[src/rtl/ifetch_pkg.sv]
// Shared fetch-path constants: default widths, reset PC and buffer depth.
// Imported by ifetch, its buffer, and the neighbouring ROM/decode blocks.
package ifetch_pkg;

    localparam int unsigned IF_AWIDTH     = 16;
    localparam int unsigned IF_DWIDTH     = 16;
    localparam int unsigned IF_RESET_PC   = 0;
    localparam int unsigned IF_FIFO_DEPTH = 2;

    typedef logic [$clog2(IF_FIFO_DEPTH + 1)-1:0] if_cnt_t;

endpackage

[src/rtl/ifetch_buf.sv]
// Two-entry registered FIFO of {pc, instruction} pairs between the ROM response
// and decode; the head is held in registers so decode sees no ROM timing.
module ifetch_buf
    import ifetch_pkg::*;
#(
    parameter int unsigned AWIDTH = IF_AWIDTH,
    parameter int unsigned DWIDTH = IF_DWIDTH
) (
    input  logic              clk,
    input  logic              rst_n,
    input  logic              push_i,
    input  logic              pop_i,
    input  logic              flush_i,
    input  logic [AWIDTH-1:0] push_pc_i,
    input  logic [DWIDTH-1:0] push_inst_i,
    output if_cnt_t           count_o,
    output logic              head_valid_o,
    output logic [AWIDTH-1:0] head_pc_o,
    output logic [DWIDTH-1:0] head_inst_o
);

    logic [AWIDTH-1:0] headPc_q, headPc_d, tailPc_q, tailPc_d;
    logic [DWIDTH-1:0] headInst_q, headInst_d, tailInst_q, tailInst_d;
    if_cnt_t           count_q, count_d;

    // A new entry lands in the head when the FIFO is (or becomes) empty,
    // otherwise in the tail; a pop always promotes the tail.
    always_comb begin
        headPc_d   = headPc_q;
        headInst_d = headInst_q;
        tailPc_d   = tailPc_q;
        tailInst_d = tailInst_q;
        count_d    = count_q;
        if (flush_i) begin
            count_d = '0;
        end else begin
            unique case ({push_i, pop_i})
                2'b10: begin
                    if (count_q == '0) begin
                        headPc_d   = push_pc_i;
                        headInst_d = push_inst_i;
                    end else begin
                        tailPc_d   = push_pc_i;
                        tailInst_d = push_inst_i;
                    end
                    count_d = count_q + if_cnt_t'(1);
                end
                2'b01: begin
                    headPc_d   = tailPc_q;
                    headInst_d = tailInst_q;
                    count_d    = count_q - if_cnt_t'(1);
                end
                2'b11: begin
                    if (count_q == if_cnt_t'(1)) begin
                        headPc_d   = push_pc_i;
                        headInst_d = push_inst_i;
                    end else begin
                        headPc_d   = tailPc_q;
                        headInst_d = tailInst_q;
                        tailPc_d   = push_pc_i;
                        tailInst_d = push_inst_i;
                    end
                end
                default: ;
            endcase
        end
    end

    always_ff @(posedge clk or negedge rst_n) begin
        if (!rst_n) begin
            headPc_q   <= '0;
            headInst_q <= '0;
            tailPc_q   <= '0;
            tailInst_q <= '0;
            count_q    <= '0;
        end else begin
            headPc_q   <= headPc_d;
            headInst_q <= headInst_d;
            tailPc_q   <= tailPc_d;
            tailInst_q <= tailInst_d;
            count_q    <= count_d;
        end
    end

    assign count_o      = count_q;
    assign head_valid_o = (count_q != '0);
    assign head_pc_o    = headPc_q;
    assign head_inst_o  = headInst_q;

endmodule

[src/rtl/ifetch.sv]
// Instruction fetch: owns the PC, issues ROM requests, buffers responses and
// hands {pc, inst} to decode; a redirect flushes everything from the old stream.
module ifetch
    import ifetch_pkg::*;
#(
    parameter int unsigned       AWIDTH   = IF_AWIDTH,
    parameter int unsigned       DWIDTH   = IF_DWIDTH,
    parameter logic [AWIDTH-1:0] RESET_PC = AWIDTH'(IF_RESET_PC)
) (
    input  logic              clk,
    input  logic              rst_n,
    input  logic              fetch_en,
    input  logic              redirect_valid,
    input  logic [AWIDTH-1:0] redirect_pc,
    output logic [AWIDTH-1:0] rom_addr,
    output logic              rom_ready,
    input  logic [DWIDTH-1:0] rom_dout,
    input  logic              rom_valid,
    output logic [DWIDTH-1:0] inst,
    output logic [AWIDTH-1:0] inst_pc,
    output logic              inst_valid,
    input  logic              inst_ready
);

    logic [AWIDTH-1:0] pc_q, pc_d, reqPc_q, reqPc_d;
    logic              issued_q, issued_d, inFlight_q, inFlight_d;
    logic              headValid, pop, push, pushExpected;
    logic [2:0]        nextOcc;
    if_cnt_t           bufCount;

    // The issue decision uses the registered in-flight bit rather than
    // rom_valid, so no combinational path runs from the ROM back to rom_ready.
    always_comb begin
        inst_valid   = headValid & ~redirect_valid;
        pop          = inst_valid & inst_ready;
        push         = rom_valid & issued_q & ~redirect_valid;
        pushExpected = inFlight_q & ~redirect_valid;
        nextOcc      = {1'b0, bufCount} + {2'b00, pushExpected} - {2'b00, pop};
        rom_addr     = redirect_valid ? redirect_pc : pc_q;
        rom_ready    = rst_n & fetch_en & (redirect_valid | (nextOcc <= 3'd1));
    end

    always_comb begin
        pc_d       = pc_q;
        reqPc_d    = reqPc_q;
        issued_d   = issued_q | rom_ready;
        inFlight_d = rom_ready;
        if (rom_ready) begin
            reqPc_d = rom_addr;
            pc_d    = rom_addr + AWIDTH'(1);
        end else if (redirect_valid) begin
            pc_d = redirect_pc;
        end
    end

    always_ff @(posedge clk or negedge rst_n) begin
        if (!rst_n) begin
            pc_q       <= RESET_PC;
            reqPc_q    <= '0;
            issued_q   <= 1'b0;
            inFlight_q <= 1'b0;
        end else begin
            pc_q       <= pc_d;
            reqPc_q    <= reqPc_d;
            issued_q   <= issued_d;
            inFlight_q <= inFlight_d;
        end
    end

    ifetch_buf #(
        .AWIDTH(AWIDTH),
        .DWIDTH(DWIDTH)
    ) u_buf (
        .clk         (clk),
        .rst_n       (rst_n),
        .push_i      (push),
        .pop_i       (pop),
        .flush_i     (redirect_valid),
        .push_pc_i   (reqPc_q),
        .push_inst_i (rom_dout),
        .count_o     (bufCount),
        .head_valid_o(headValid),
        .head_pc_o   (inst_pc),
        .head_inst_o (inst)
    );

endmodule

[config.mk]
export PLATFORM = sky130hd
export DESIGN_NAME = ifetch
export DESIGN_NICKNAME = d
export VERILOG_FILES = /design/src/rtl/ifetch_pkg.sv /design/src/rtl/ifetch_buf.sv /design/src/rtl/ifetch.sv
export SDC_FILE = /design/constraint.sdc
export NUM_CORES = 1
export LEC_CHECK = 0
export BUFFER_PORTS_ARGS = -buffer_cell sky130_fd_sc_hd__buf_2
export CAP_MARGIN = 5
export CORE_AREA = 4 4 106 108
export CTS_CLUSTER_DIAMETER = 50
export DETAILED_ROUTE_END_ITERATION = 10
export DIE_AREA = 0 0 110 112
export PLACE_DENSITY = 0.66
export SETUP_SLACK_MARGIN = 0.1
export SYNTH_ARGS = -nofsm -noshare
export SYNTH_HDL_FRONTEND = slang
export SYNTH_SLANG_ARGS = --single-unit
[constraint.sdc]
create_clock -name clk -period 4.8 [get_ports clk]
set_clock_uncertainty 0.2 [all_clocks]
set_input_delay 0.96 -clock clk [delete_from_list [all_inputs] [get_ports clk]]
set_output_delay 0.96 -clock clk [all_outputs]
set_load 0.02 [all_outputs]
### After elaboration in Yosys (flattened, before gate mapping)

Cells that the tools add are included.

| storage, ports and cells | value |
|---|---|
| bits in registers | 100 |
| output and inout port bits | 50 |
| logic and storage cells | 55 |

| operators by class | value |
|---|---|
| add/subtract/negate cells | 5 |
| magnitude comparators | 1 |
| eq/ne operators | 7 |
| mux-type cells | 16 |
| bitwise gates (word level) | 10 |
| reduce and logical (&&, ||, !) cells | 7 |

Operators with widths:

| kind | count |
|---|---|
| 2-to-1 mux 16 bit | 10 |
| one-hot mux 16 bit (3 select lines) | 2 |
| one-hot mux 16 bit (2 select lines) | 2 |
| adder 16 x 1 -> 16 bit (second input constant) | 1 |
| AND 1 bit | 7 |
| nonzero test 3 bit | 2 |
| equality test 2 x 1 -> 1 bit (second input constant) | 2 |
| equality test 2 bit (second input constant) | 2 |
| != test 2 bit (second input constant) | 2 |
| one-hot mux 2 bit (2 select lines) | 1 |
| AND reduction 4 bit | 1 |
| nonzero test 2 bit | 2 |
| adder 2 x 1 -> 3 bit | 1 |
| less-or-equal comparator 3 x 1 -> 1 bit (second input constant) | 1 |
| AND reduction 3 bit | 1 |
| subtractor 3 x 1 -> 3 bit | 1 |
| adder 2 x 1 -> 2 bit (second input constant) | 1 |
| zero test 2 bit | 1 |
| 2-to-1 mux 2 bit | 1 |
| != test 2 x 1 -> 1 bit (second input constant) | 1 |
| OR 1 bit | 2 |
| subtractor 2 x 1 -> 2 bit (second input constant) | 1 |
| inverter 1 bit | 1 |

### Depth between registers and ports, before layout

Gate-level depths: netlist (run 1).

| logic depth | value |
|---|---|
| depth after elaboration | 8 |
| mapped depth | 12 |
| gate-level depth less buffers | 12 |

### Cells and area by module

From an unflattened synthesis (run 1), not the netlist that was laid out.

| second synthesis, totals | value |
|---|---|
| cell total of the unflattened synthesis | 358 |
| area, all modules | 4,918.5 sq um |

By module, submodules not included:

| module | instances | cells each | area each (sq um) | seq. area each (sq um) |
|---|---|---|---|---|
| ifetch_buf | 1 | 192 | 3,136.8 | 1,651.6 |
| ifetch | 1 | 166 | 1,781.7 | 850.8 |

### Worst setup path before layout (run 1)

No wires, ideal clock.

| path | value |
|---|---|
| kind | input to output |
| start | in redirect_valid |
| end | out rom_ready |
| arrival time | 3,263 ps |
| setup slack | 377 ps |
| stages on the path | 9 |
| path buffers | 3 |
| cells stage by stage | buf_4 > nor2_2 > nand2_1 > xnor2_1 > ha_1 > fa_1 > o31ai_4 > buf_2 > buf_2 |

| on the way | value |
|---|---|
| word-level cells in the longest chain between the ends | 7 |

RTL lines:

| element | RTL line | RTL |
|---|---|---|
| start, declared | ifetch.sv:13 | `input logic redirect_valid,` |
| inverter 1 bit (no source line) | -- |  |
| AND 1 bit | ifetch.sv:34 | `inst_valid = headValid & ~redirect_valid;` |
| named net inst_valid | ifetch.sv:21 | `output logic inst_valid,` |
| AND 1 bit | ifetch.sv:35 | `pop = inst_valid & inst_ready;` |
| subtractor 3 x 1 -> 3 bit | ifetch.sv:38 | `nextOcc = {1'b0, bufCount} + {2'b00, pushExpected} - {2'b00, pop};` |
| less-or-equal comparator 3 x 1 -> 1 bit | ifetch.sv:40 | `rom_ready = rst_n & fetch_en & (redirect_valid \| (nextOcc <= 3'd1));` |
| OR 1 bit | ifetch.sv:40 |  |
| AND 1 bit | ifetch.sv:40 |  |
| end, declared | ifetch.sv:16 | `output logic rom_ready,` |

The timed path passes the listed nets, and every way through them passes these cells.

### Worst setup path in the final report (run 1)

| path | value |
|---|---|
| start | reg u_buf.count_q[1] (netlist: u_buf.count_o[1]) |
| end | out rom_ready |

| on the way | value |
|---|---|
| word-level cells in the longest chain between the ends | 7 |

RTL lines:

| element | RTL line | RTL |
|---|---|---|
| start, declared | ifetch_buf.sv:24 | `if_cnt_t count_q, count_d;` |
| start signal, assigned | ifetch_buf.sv:81 | `count_q <= count_d;` |
| nonzero test 2 bit | ifetch_buf.sv:86 | `assign head_valid_o = (count_q != '0);` |
| AND 1 bit | ifetch.sv:34 |  |
| AND 1 bit | ifetch.sv:35 |  |
| subtractor 3 x 1 -> 3 bit (*) | ifetch.sv:38 |  |
| less-or-equal comparator 3 x 1 -> 1 bit (*) | ifetch.sv:40 |  |
| OR 1 bit (*) | ifetch.sv:40 |  |
| AND 1 bit (*) | ifetch.sv:40 |  |

Every way passes the cells marked *; elsewhere a longest branch is shown, timed or not.

==> summary.txt, run 1 <==
Run status
  – Status: complete, no violations

STA
  – Fin crit period: approximately 3900 ps
  – Slew Limit Fails: 0
  – Final cycle utilization of the critical path: 81.57%
  – Setup violators final: 0
  – Setup TNS: 0 ps
  – FMAX: 255.4 MHz
  – RSZ-0062 raised after global routing: no
  – Max-slew headroom: around 44%
  – Slew @ Worst Pin: ~830 ps
  – Final hold violations: 0

Placed design
  – Port Buffers: 87
  – GPL Wtd Cong: 0.8143
  – Post-DP HPWL: about 6500 um

Logic synthesis
  – Syn. warnings: 0
  – Area share of the largest cell type after synthesis: between 50% and 60%
  – Synth Instances: around 380
  – Post-synth top cells: dfrtp_1, nor2_1, a21oi_1
  – #FFs+latches synth: 100
  – Syn nets: 427
  – Cell taking the most area after synthesis: dfrtp_1
  – Unique masters post-synth: 37
  – Most common cell in the netlist: dfrtp_1
  – Ys async rst share: 100.0%
  – Post-synth EDFFs: 0
  – Syn avg cell area: between 10 and 15 um2
  – Sequential share of the synthesized area: 55.22%
  – Post-Syn Area: approximately 0.0045 mm2
  – Largest cells by area after synthesis: dfrtp_1, mux2_2, mux2i_1
  – Prevailing post-synth register cell: dfrtp_1

Critical path
  – WP data required: ~3600 ps
  – CP Launch Type: flop
  – CP Capture Type: output port
  – Worst setup path category: reg2out
  – Worst-path fanout max: 4
  – Arrival @ worst endpoint: 2760 ps

Power
  – Leak: roughly 0.0025 uW
  – Cell Pwr Density: about 600 mW/mm2
  – Worst VDD drop: between 0.2 and 0.3 mV

Floorplanning
  – Die W: ~110 um
  – Core box area: between 0.01 and 0.015 mm2
  – Die H: about 110 um
  – Die Area: 0.01232 mm2
  – I/O pin count: around 90
  – FP Rows: 37
  – Starting Density: 44.29%

Final layout
  – Multi-input logic area: 0.001869 mm2
  – Fillers: around 900
  – ANT cells: 0
  – Final Util: between 50% and 60%
  – Sequential cell area: 0.002502 mm2
  – NumNets Final: a little over 500
  – Area Growth Syn to Fin: 16.98%
  – Layout cells sized above 1: around a third

Clock tree
  – CTS root buffer: clkbuf_8
  – CTS Hold Bufs: 0
  – Resize count post-CTS: 0
  – Number of CTS-inserted buffers: 9
  – Worst-path clk slew: about 90 ps
  – Worst skew pair latency: ~350 ps
  – CTS HTree Levels: 3
  – CTS Sinks: 100
  – Maximum clock path buffer count: 2
  – Setup Fix Bufs, Post-CTS: 0
  – CTS tree: built

Routing
  – Via density: roughly 5
  – DRC: 0
  – First DRT Iteration DRCs: 140
  – Final wirelength: 9146 um
  – Via count: around 3100
  – Post-route ant nets: 0
  – Wirelength per Cell: 14.99 um
  – Drt first pass iters: 4

GRT
  – Antenna violations before repair: 0
  – Largest net degree at the start of global routing: 68
  – Vias in the first global route: approximately 3000
  – Total grt overflow: 0
  – Overall Global Routing Usage: 15.38%
  – First-pass GRT wire length: around 15000 um

Run
  – Max-cap violations: 0

Hold path
  – Min-delay worst type: reg2reg
-- final timing paths --
kind / start / end / slack [ps] / cells past startpoint
worst max-delay path: u_buf.count_o[1]$_DFFE_PN0P_ / rom_ready / 880 / 9
worst min-delay path: u_buf.tailInst_q[5]$_DFFE_PN0P_ / u_buf.tailInst_q[5]$_DFFE_PN0P_ / 310 / 1
worst max register to register: u_buf.count_o[1]$_DFFE_PN0P_ / pc_q[10]$_DFF_PN0_ / 1310 / 12
worst min register to register: u_buf.tailInst_q[5]$_DFFE_PN0P_ / u_buf.tailInst_q[5]$_DFFE_PN0P_ / 310 / 1
max in group asynchronous: rst_n / u_buf.head_pc_o[13]$_DFFE_PN0P_ / 2860 / 2
min in group asynchronous: rst_n / u_buf.count_o[1]$_DFFE_PN0P_ / 350 / 1
-- final cells by class --
| type | count | share of cell area, % |
|---|---|---|
| inverter | 12 | 0.8497 |
| timing repair buffer | 94 | 9.252 |
| multi-input combinational | 252 | 35.26 |
| sequential | 100 | 47.20 |
| clock buffer | 11 | 2.667 |
| clock inverter | 5 | 1.558 |
| tap | 136 | 3.210 |
-- stage by stage --
step | power [uW] | area, um2 | setup WS (ps) | instances | hold slack (ps)
5_1_grt | 3325 | 5301 | 691.0 | 610 | 318.9
6_report | 3098 | 5301 | 884.6 | 610 | 309.1
3_5_place_dp | 2548 | 5077 | 934.4 | 594 | 292.4
3_3_place_gp | 2507 | 5077 | 977.2 | 594 | 285.0
4_1_cts | 3147 | 5301 | 844.2 | 610 | 313.4
2_1_floorplan | 2196 | 4532 | 376.7 | 384 | 278.6
-- state kept, by name, summed over array words and instances (netlist names) --
| register | cells |
|---|---|
| inFlight_q | 1 |
| issued_q | 1 |
| pc_q | 16 |
| reqPc_q | 16 |
| u_buf.count_o | 2 |
| u_buf.head_inst_o | 16 |
| u_buf.head_pc_o | 16 |
| u_buf.tailInst_q | 16 |
| u_buf.tailPc_q | 16 |
-- worst max-delay path: stages (launching register included) --
cell and delay (ps):
dfrtp_1 430, inv_1 120, ha_1 230, nor2_2 150, nand2_1 120, xnor2_1 230, ha_1 210, fa_1 450
o31ai_4 270, buf_2 200
-- logic make-up (layout without fill, tap and decap cells) --
logic type	after synthesis	in the layout	synth area share [%]
compound gates	57	57	7.068
xor+xnor	17	17	3.285
fa+ha+maj	5	5	1.546
buf+inv	32	122	3.699
flops	100	100	55.22
mux	87	87	20.46
simple gates	86	86	8.725
-- metal layers --
layer | vias to the layer above | share of wire [%] | track usage [%]
met5 | - | 0 | 0
met4 | 0 | 0.97 | 3.741
met3 | 8 | 5.6 | 3.478
met2 | 79 | 45 | 22.61
met1 | 1476 | 49 | 22.97
li1 | 1490 | - | -
-- power by group --
part / internal [uW] / switching (uW)
sequential: 1210 / 193
clock: 310 / 282
combinational: 479 / 626
-- layout by cell type (no fill, tap or decap), types with 2 or more instances in the layout --
master,synthesis,layout
buf_2,8,86
inv_1,12,12
buf_4,2,8
nand4_1,2,2
a21oi_1,47,47
nand2b_1,2,2
nand4b_1,2,2
dfrtp_1,100,100
ha_1,4,4
xnor2_1,12,12
o21ai_0,2,2
mux2_2,45,45
xor2_1,5,5
clkbuf_8,0,10
nand3_1,10,10
nand2_1,11,11
nor2_1,49,49
nor3_1,2,2
mux2i_1,42,42
bufinv_16,0,2
No activity file was read; power rests on OpenSTA's default activity.
==> run 2, diff against run 1 <==
--- a/config.mk
+++ b/config.mk
@@ -11,7 +11,7 @@
 export CTS_CLUSTER_DIAMETER = 50
 export DETAILED_ROUTE_END_ITERATION = 10
 export DIE_AREA = 0 0 110 112
-export PLACE_DENSITY = 0.66
+export PLACE_DENSITY = 0.68
 export SETUP_SLACK_MARGIN = 0.1
 export SYNTH_ARGS = -nofsm -noshare
 export SYNTH_HDL_FRONTEND = slang
==> constraint.sdc (replaced) <==
create_clock -name clk -period 3.3 [get_ports clk]
set_clock_uncertainty 0.2 [all_clocks]
set_input_delay 0.66 -clock clk [delete_from_list [all_inputs] [get_ports clk]]
set_output_delay 0.66 -clock clk [all_outputs]
set_load 0.02 [all_outputs]
==> run 2 against run 1 <==
Against the previous run:
- the run now ends with negative setup slack left
- total power increased by 45%
- combinational power increased by 54%
- sequential share of layout area decreased by 0.90 points
- routed wire length increased by 5.9%
- non-clock buffer count increased by 13
- critical path type unchanged
- clock power increased by 23%
- global-route usage increased by 0.81 points
- largest cell class unchanged
==> summary.txt, run 2 (synthesized netlist as in run 1, its figures left out) <==
STA
  – Fin crit period: 3360 ps
  – FMAX: around 300 MHz
  – Slew Limit Fails: 0 (unchanged)
  – Max-slew headroom: 21.57% (was 44.43%)
  – Slew @ Worst Pin: 1176 ps (was 833.5 ps)
  – Final hold violations: 0 (unchanged)
  – Hold_ws: 311.3 ps (was 309.1 ps)
  – RSZ-0062 raised after global routing: yes (was no)
  – Final setup margin: -59.66 ps (was 884.6 ps)
  – Setup violators final: 1 (was 0)
  – Setup TNS: -59.66 ps (was 0 ps)
  – Final cycle utilization of the critical path: 101.8%

Critical path
  – WP data required: 2440 ps (was 3640 ps)
  – CP Launch Type: flop (unchanged)
  – Worst R2R Start: u_buf.count_o[1]$_DFFE_PN0P_ (unchanged)
  – CP startpoint: u_buf.count_o[1]$_DFFE_PN0P_ (unchanged)
  – Worst-path fanout max: 3 (was 4)
  – CP Capture Type: output port (unchanged)
  – Worst setup path category: reg2out (unchanged)
  – Arrival @ worst endpoint: 2500 ps (was 2760 ps)

Routing
  – Via count: 3134 (was 3053)
  – First DRT Iteration DRCs: 119 (was 140)
  – Via density: 5.030 (was 5.005)
  – Post-route ant nets: 0 (unchanged)
  – DRC: 0 (unchanged)
  – Drt first pass iters: 5 (was 4)
  – Wirelength per Cell: 15.55 um (was 14.99 um)
  – Final wirelength: 9690 um (was 9146 um)

Clock tree
  – Maximum clock path buffer count: 2 (unchanged)
  – Number of CTS-inserted buffers: 9 (unchanged)
  – CTS Sinks: 100 (unchanged)
  – Worst skew pair latency: 350 ps (about the same)
  – CTS tree: built (unchanged)
  – CTS root buffer: clkbuf_8 (unchanged)
  – CTS HTree Levels: 3 (unchanged)
  – Worst-path clk slew: 100 ps (was 90 ps)

Final layout
  – Final Util: 52.82% (was 51.82%)
  – NumNets Final: 525 (was 512)
  – Layout cells sized above 1: 37.37% (was 34.18%)
  – ANT cells: 0 (unchanged)
  – Fillers: 930 (was 927)
  – Commonest cells after routing, fill and taps aside: dfrtp_1, buf_2, nor2_1, a21oi_1, mux2_2 (unchanged)
  – Area Growth Syn to Fin: 19.24% (was 16.98%)
  – Commonest non-fill, non-tap cell in the layout: dfrtp_1 (unchanged)

Run status
  – Violated checks: negative setup slack
  – Status: finished with violations (was complete, no violations)

Floorplanning
  – Die H: 112 um (unchanged)
  – Die W: 110 um (unchanged)
  – Die Area: 0.01232 mm2 (unchanged)
  – Starting Density: 44.29% (unchanged)
  – I/O pin count: 88 (unchanged)
  – FP Rows: 37 (unchanged)
  – Core box area: 0.01023 mm2 (unchanged)

Run
  – Max-cap violations: 0 (unchanged)

Placed design
  – Place WS: 85.63 ps (was 934.4 ps)
  – Post-DP HPWL: 6697 um (was 6510 um)
  – GPL Wtd Cong: 0.8748 (was 0.8143)
  – Port Buffers: 87 (unchanged)

GRT
  – Total grt overflow: 0 (unchanged)
  – Vias in the first global route: 3187 (was 3003)
  – Overall Global Routing Usage: 16.19% (was 15.38%)
  – Antenna violations before repair: 0 (unchanged)
  – First-pass GRT wire length: 15700 um (was 15070 um)
  – Largest net degree at the start of global routing: 65 (was 68)

Power
  – Gate power share: 38.2% (was 35.7%)
  – Net Switching: 1681 uW (was 1101 uW)
  – Clock share of power: 16.2% (was 19.1%)
  – Seq pwr share: 45.6% (was 45.2%)
  – Cell Pwr Density: 831.1 mW/mm2 (was 584.3 mW/mm2)
  – Worst VDD drop: 0.4529 mV (was 0.2793 mV)
  – Internal power: 2810 uW (was 1996 uW)
  – Switching part of the total: 37.43% (was 35.55%)
  – Leak: 0.002610 uW (was 0.002549 uW)

Hold path
  – Worst hold start: u_buf.tailInst_q[8]$_DFFE_PN0P_ (was u_buf.tailInst_q[5]$_DFFE_PN0P_)
  – Min-delay worst type: reg2reg (unchanged)
run 2: cell types whose count changed in the layout (fill, tap and decap cells not counted), sizes merged:
cell | before | now
buf | 94 | 106
clkbuf | 11 | 9
bufinv | 2 | 0
inv | 13 | 16
clkinv | 2 | 3
dlygate4sd3 | 0 | 1
run 2: power groups by stage:
stage                     clock, uW  sequential (uW)  combinational (uW)
after global routing            805             2110                1900
after detailed placement          0             2080                1670
final                           727             2050                1710
after CTS                       757             2050                1720
after floorplan                   0             2250                 980
after global placement            0             2050                1630
run 2: critical path, cell delays in order, from the launching register on:
cell	delay [ps]
dfrtp_1	390
inv_2	60
ha_4	170
nor2_4	90
nand2_2	80
xnor2_2	210
ha_2	220
fa_2	450
o31ai_4	300
buf_6	160
run 2: metrics by stage:
step	area [um2]	std cells	total power [uW]
floorplan	4573	384	3228
global placement	5147	600	3688
detailed placement	5147	600	3757
CTS	5389	621	4532
global route	5404	623	4819
finish	5404	623	4491
run 2: timing repair:
item,in CTS,in global routing
endpoints found under the hold margin,4,0
setup buffers,4,2
endpoints found under the setup margin,2,9
hold buffers,1,0
resized for setup,6,0
pin swaps,5,4
run 2: worst paths after layout:
path | end | slack, ps | depth (start not counted)
worst max register to register | pc_q[12]$_DFF_PN0_ | 230 | 12
worst min register to register | u_buf.tailInst_q[8]$_DFFE_PN0P_ | 310 | 1
min in group asynchronous | pc_q[0]$_DFF_PN0_ | 460 | 2
worst min-delay path | u_buf.tailInst_q[8]$_DFFE_PN0P_ | 310 | 1
worst max-delay path | rom_ready | -60 | 9
max in group asynchronous | u_buf.tailPc_q[1]$_DFFE_PN0P_ | 980 | 4
run 2: layout make-up:
type	count	area, um2	share of cell area, %
multi-input combinational	252	1909	35.33
timing repair buffer	107	596.8	11.04
sequential	100	2502	46.31
inverter	12	45.04	0.8335
clock inverter	7	56.30	1.042
clock buffer	9	123.9	2.292
tap	136	170.2	3.149
run 2: per-layer routing:
metal,share of wire [%],GRT usage [%]
met1,47,22.16
met2,47,25.40
met3,5.2,3.768
met4,1.5,4.988
met5,0,0
==> run 3, diff against run 2 <==
--- a/config.mk
+++ b/config.mk
@@ -7,12 +7,12 @@
 export LEC_CHECK = 0
 export BUFFER_PORTS_ARGS = -buffer_cell sky130_fd_sc_hd__buf_2
 export CAP_MARGIN = 5
-export CORE_AREA = 4 4 106 108
-export CTS_CLUSTER_DIAMETER = 50
+export CORE_AREA = 4 4 101 103
 export DETAILED_ROUTE_END_ITERATION = 10
-export DIE_AREA = 0 0 110 112
-export PLACE_DENSITY = 0.68
+export DIE_AREA = 0 0 105 107
+export PLACE_DENSITY = 0.74
 export SETUP_SLACK_MARGIN = 0.1
+export SKIP_CTS_REPAIR_TIMING = 1
 export SYNTH_ARGS = -nofsm -noshare
 export SYNTH_HDL_FRONTEND = slang
 export SYNTH_SLANG_ARGS = --single-unit
==> run 3 against run 2 <==
Against the previous run:
- the run still ends with negative setup slack left
- hold slack worse by 2.3 ps
- core utilization up 8.3 points
- global-route usage up 1.4 points
- total power up 3.8%
- clock power up 7.8%
- count of clock-buffer cells in the layout up 1
- sequential cell count unchanged
- critical path depth up 1
- die area down 8.8%
- register-to-register slack worse by 170 ps
- largest cell class unchanged
==> summary.txt, run 3 (synthesized netlist as in run 1, its figures left out) <==
Placed design
  – Inst Count DP: 575 (was 600)
  – Port Buffers: 87 (unchanged)
  – GPL Wtd Cong: 0.8365 (was 0.8748)
  – Cell Area, Placed: 0.005116 mm2 (was 0.005147 mm2)
  – Post-DP HPWL: 6815 um (was 6697 um)

GRT
  – Overall Global Routing Usage: 17.62% (was 16.19%)
  – Largest net degree at the start of global routing: 65 (unchanged)
  – Total grt overflow: 0 (unchanged)
  – First-pass GRT wire length: 15790 um (was 15700 um)
  – Antenna violations before repair: 0 (unchanged)
  – Vias in the first global route: 3171 (was 3187)

Routing
  – Wirelength per Cell: 16.43 um (was 15.55 um)
  – DRC: 0 (unchanged)
  – First DRT Iteration DRCs: 87 (was 119)
  – Via count: 3213 (was 3134)
  – Final wirelength: 9938 um (was 9690 um)
  – Post-route ant nets: 0 (unchanged)
  – Via density: 5.311 (was 5.030)
  – Drt first pass iters: 4 (was 5)

STA
  – Fin crit period: 3400 ps (was 3360 ps)
  – RSZ-0062 raised after global routing: yes (unchanged)
  – FMAX: 294.1 MHz (was 297.6 MHz)
  – Setup violators final: 1 (unchanged)
  – Hold_ws: 309.1 ps (was 311.3 ps)
  – Final setup margin: -100.1 ps (was -59.66 ps)
  – Final hold violations: 0 (unchanged)
  – Max-slew headroom: 23.48% (was 21.57%)
  – Slew Limit Fails: 0 (unchanged)
  – Final cycle utilization of the critical path: 103.0% (was 101.8%)
  – Setup TNS: -100.1 ps (was -59.66 ps)
  – Slew @ Worst Pin: 1148 ps (was 1176 ps)

Floorplanning
  – Core box area: 0.009196 mm2 (was 0.01023 mm2)
  – I/O pin count: 88 (unchanged)
  – Starting Density: 49.28% (was 44.29%)
  – FP Rows: 35 (was 37)
  – Die W: 105 um (was 110 um)
  – Die H: 107 um (was 112 um)
  – Die Area: 0.01124 mm2 (was 0.01232 mm2)

Critical path
  – CP Capture Type: output port (unchanged)
  – Slowest CP cell: dfrtp_1 (was fa_2)
  – CP Launch Type: flop (unchanged)
  – Top Family by Delay on Critical Path: adder cells (unchanged)
  – Worst-path fanout max: 4 (was 3)
  – CP dominant cell by count: xnor2_2
  – Worst setup path category: reg2out (unchanged)
  – Cell Chain, Critical Path: inv_2 -> ha_4 -> nor2_4 -> nand2_2 -> xnor2_2 -> ha_2 -> fa_2 -> xnor2_2 -> o31ai_4 -> buf_6 (was inv_2 -> ha_4 -> nor2_4 -> nand2_2 -> xnor2_2 -> ha_2 -> fa_2 -> o31ai_4 -> buf_6)
  – Buf/Inv on CP: 2 (unchanged)
  – Critical Path Max Stage Delay: 430 ps (was 450 ps)
  – WP data required: 2440 ps (about the same)
  – Arrival @ worst endpoint: 2540 ps (was 2500 ps)

Clock tree
  – Worst-path clk slew: 90 ps (was 100 ps)
  – CTS tree: built (unchanged)
  – Worst skew pair latency: 360 ps (was 350 ps)
  – Number of CTS-inserted buffers: 9 (unchanged)
  – CTS Sinks: 100 (unchanged)
  – Maximum clock path buffer count: 2 (unchanged)
  – CTS HTree Levels: 3 (unchanged)
  – CTS root buffer: clkbuf_8 (unchanged)

Run status
  – Status: finished with violations (unchanged)
  – Violated checks: negative setup slack (unchanged)

Final layout
  – ANT cells: 0 (unchanged)
  – Commonest cells after routing, fill and taps aside: dfrtp_1, buf_2, a21oi_1, nor2_1, mux2i_1 (was dfrtp_1, buf_2, nor2_1, a21oi_1, mux2_2)
  – Layout cells sized above 1: 40.49% (was 37.37%)
  – Finished Layout Cells: 605 (was 623)
  – Finished Cell Area: 0.005622 mm2 (was 0.005404 mm2)
  – Commonest non-fill, non-tap cell in the layout: dfrtp_1 (unchanged)
  – Area Growth Syn to Fin: 24.05% (was 19.24%)
  – NumNets Final: 532 (was 525)
  – Fillers: 751 (was 930)

Power
  – Gate power share: 39.1% (was 38.2%)
  – Internal power: 2954 uW (was 2810 uW)
  – Clock share of power: 16.8% (was 16.2%)
  – Leak: 0.002718 uW (was 0.002610 uW)
  – Switching part of the total: 36.67% (was 37.43%)
  – Worst VDD drop: 0.3739 mV (was 0.4529 mV)
  – Seq pwr share: 44.1% (was 45.6%)
  – Cell Pwr Density: 829.7 mW/mm2 (was 831.1 mW/mm2)
  – Net Switching: 1710 uW (was 1681 uW)

Run
  – Max-cap violations: 0 (unchanged)

Hold path
  – Min-delay worst type: reg2reg (unchanged)
run 3: stage by stage:
stage	util, %	total power (uW)	worst slack [ps]
after floorplan	-	3228	-163.7
after global placement	55.63	3685	99.96
after detailed placement	55.63	3763	16.18
after CTS	57.80	4554	-247.5
after global routing	61.13	4994	-187.8
final	61.13	4664	-100.1
run 3: path summary, 6_finish.rpt:
kind	slack, ps	to	start	cells past startpoint
max	-100	rom_ready	u_buf.count_o[0]$_DFFE_PN0P_	10
min	310	u_buf.tailInst_q[15]$_DFFE_PN0P_	u_buf.tailInst_q[15]$_DFFE_PN0P_	1
max in group asynchronous	1050	u_buf.head_pc_o[4]$_DFFE_PN0P_	rst_n	4
min reg2reg	310	u_buf.tailInst_q[15]$_DFFE_PN0P_	u_buf.tailInst_q[15]$_DFFE_PN0P_	1
max reg2reg	60	pc_q[11]$_DFF_PN0_	u_buf.count_o[0]$_DFFE_PN0P_	16
min in group asynchronous	460	pc_q[1]$_DFF_PN0_	rst_n	2
run 3: power groups by stage:
stage,Clock (uW),Combinational [uW],Sequential [uW]
finish,784,1820,2060
floorplan,0,980,2250
global route,872,1990,2130
global placement,0,1630,2050
detailed placement,0,1680,2080
CTS,815,1680,2060
run 3: per-layer routing:
layer  share of wire (%)  vias up  routed length, um  GRT usage, %
li1                    -     1534                  -             -
met1                  46     1575               4534         23.73
met2                  48       88               4767         28.64
met3                 4.5       16                449         3.131
met4                 1.9        0                187         6.467
met5                   0        -                  0             0
run 3: final cells by class:
class	count	area, um2	area share, %
flip-flops and latches	100	2502	44.51
inverters	12	45.04	0.8012
well taps	111	138.9	2.471
repair buffers	114	716.9	12.75
clock buffers	10	127.6	2.270
clock inverters	6	71.32	1.269
multi-input cells	252	2019	35.92
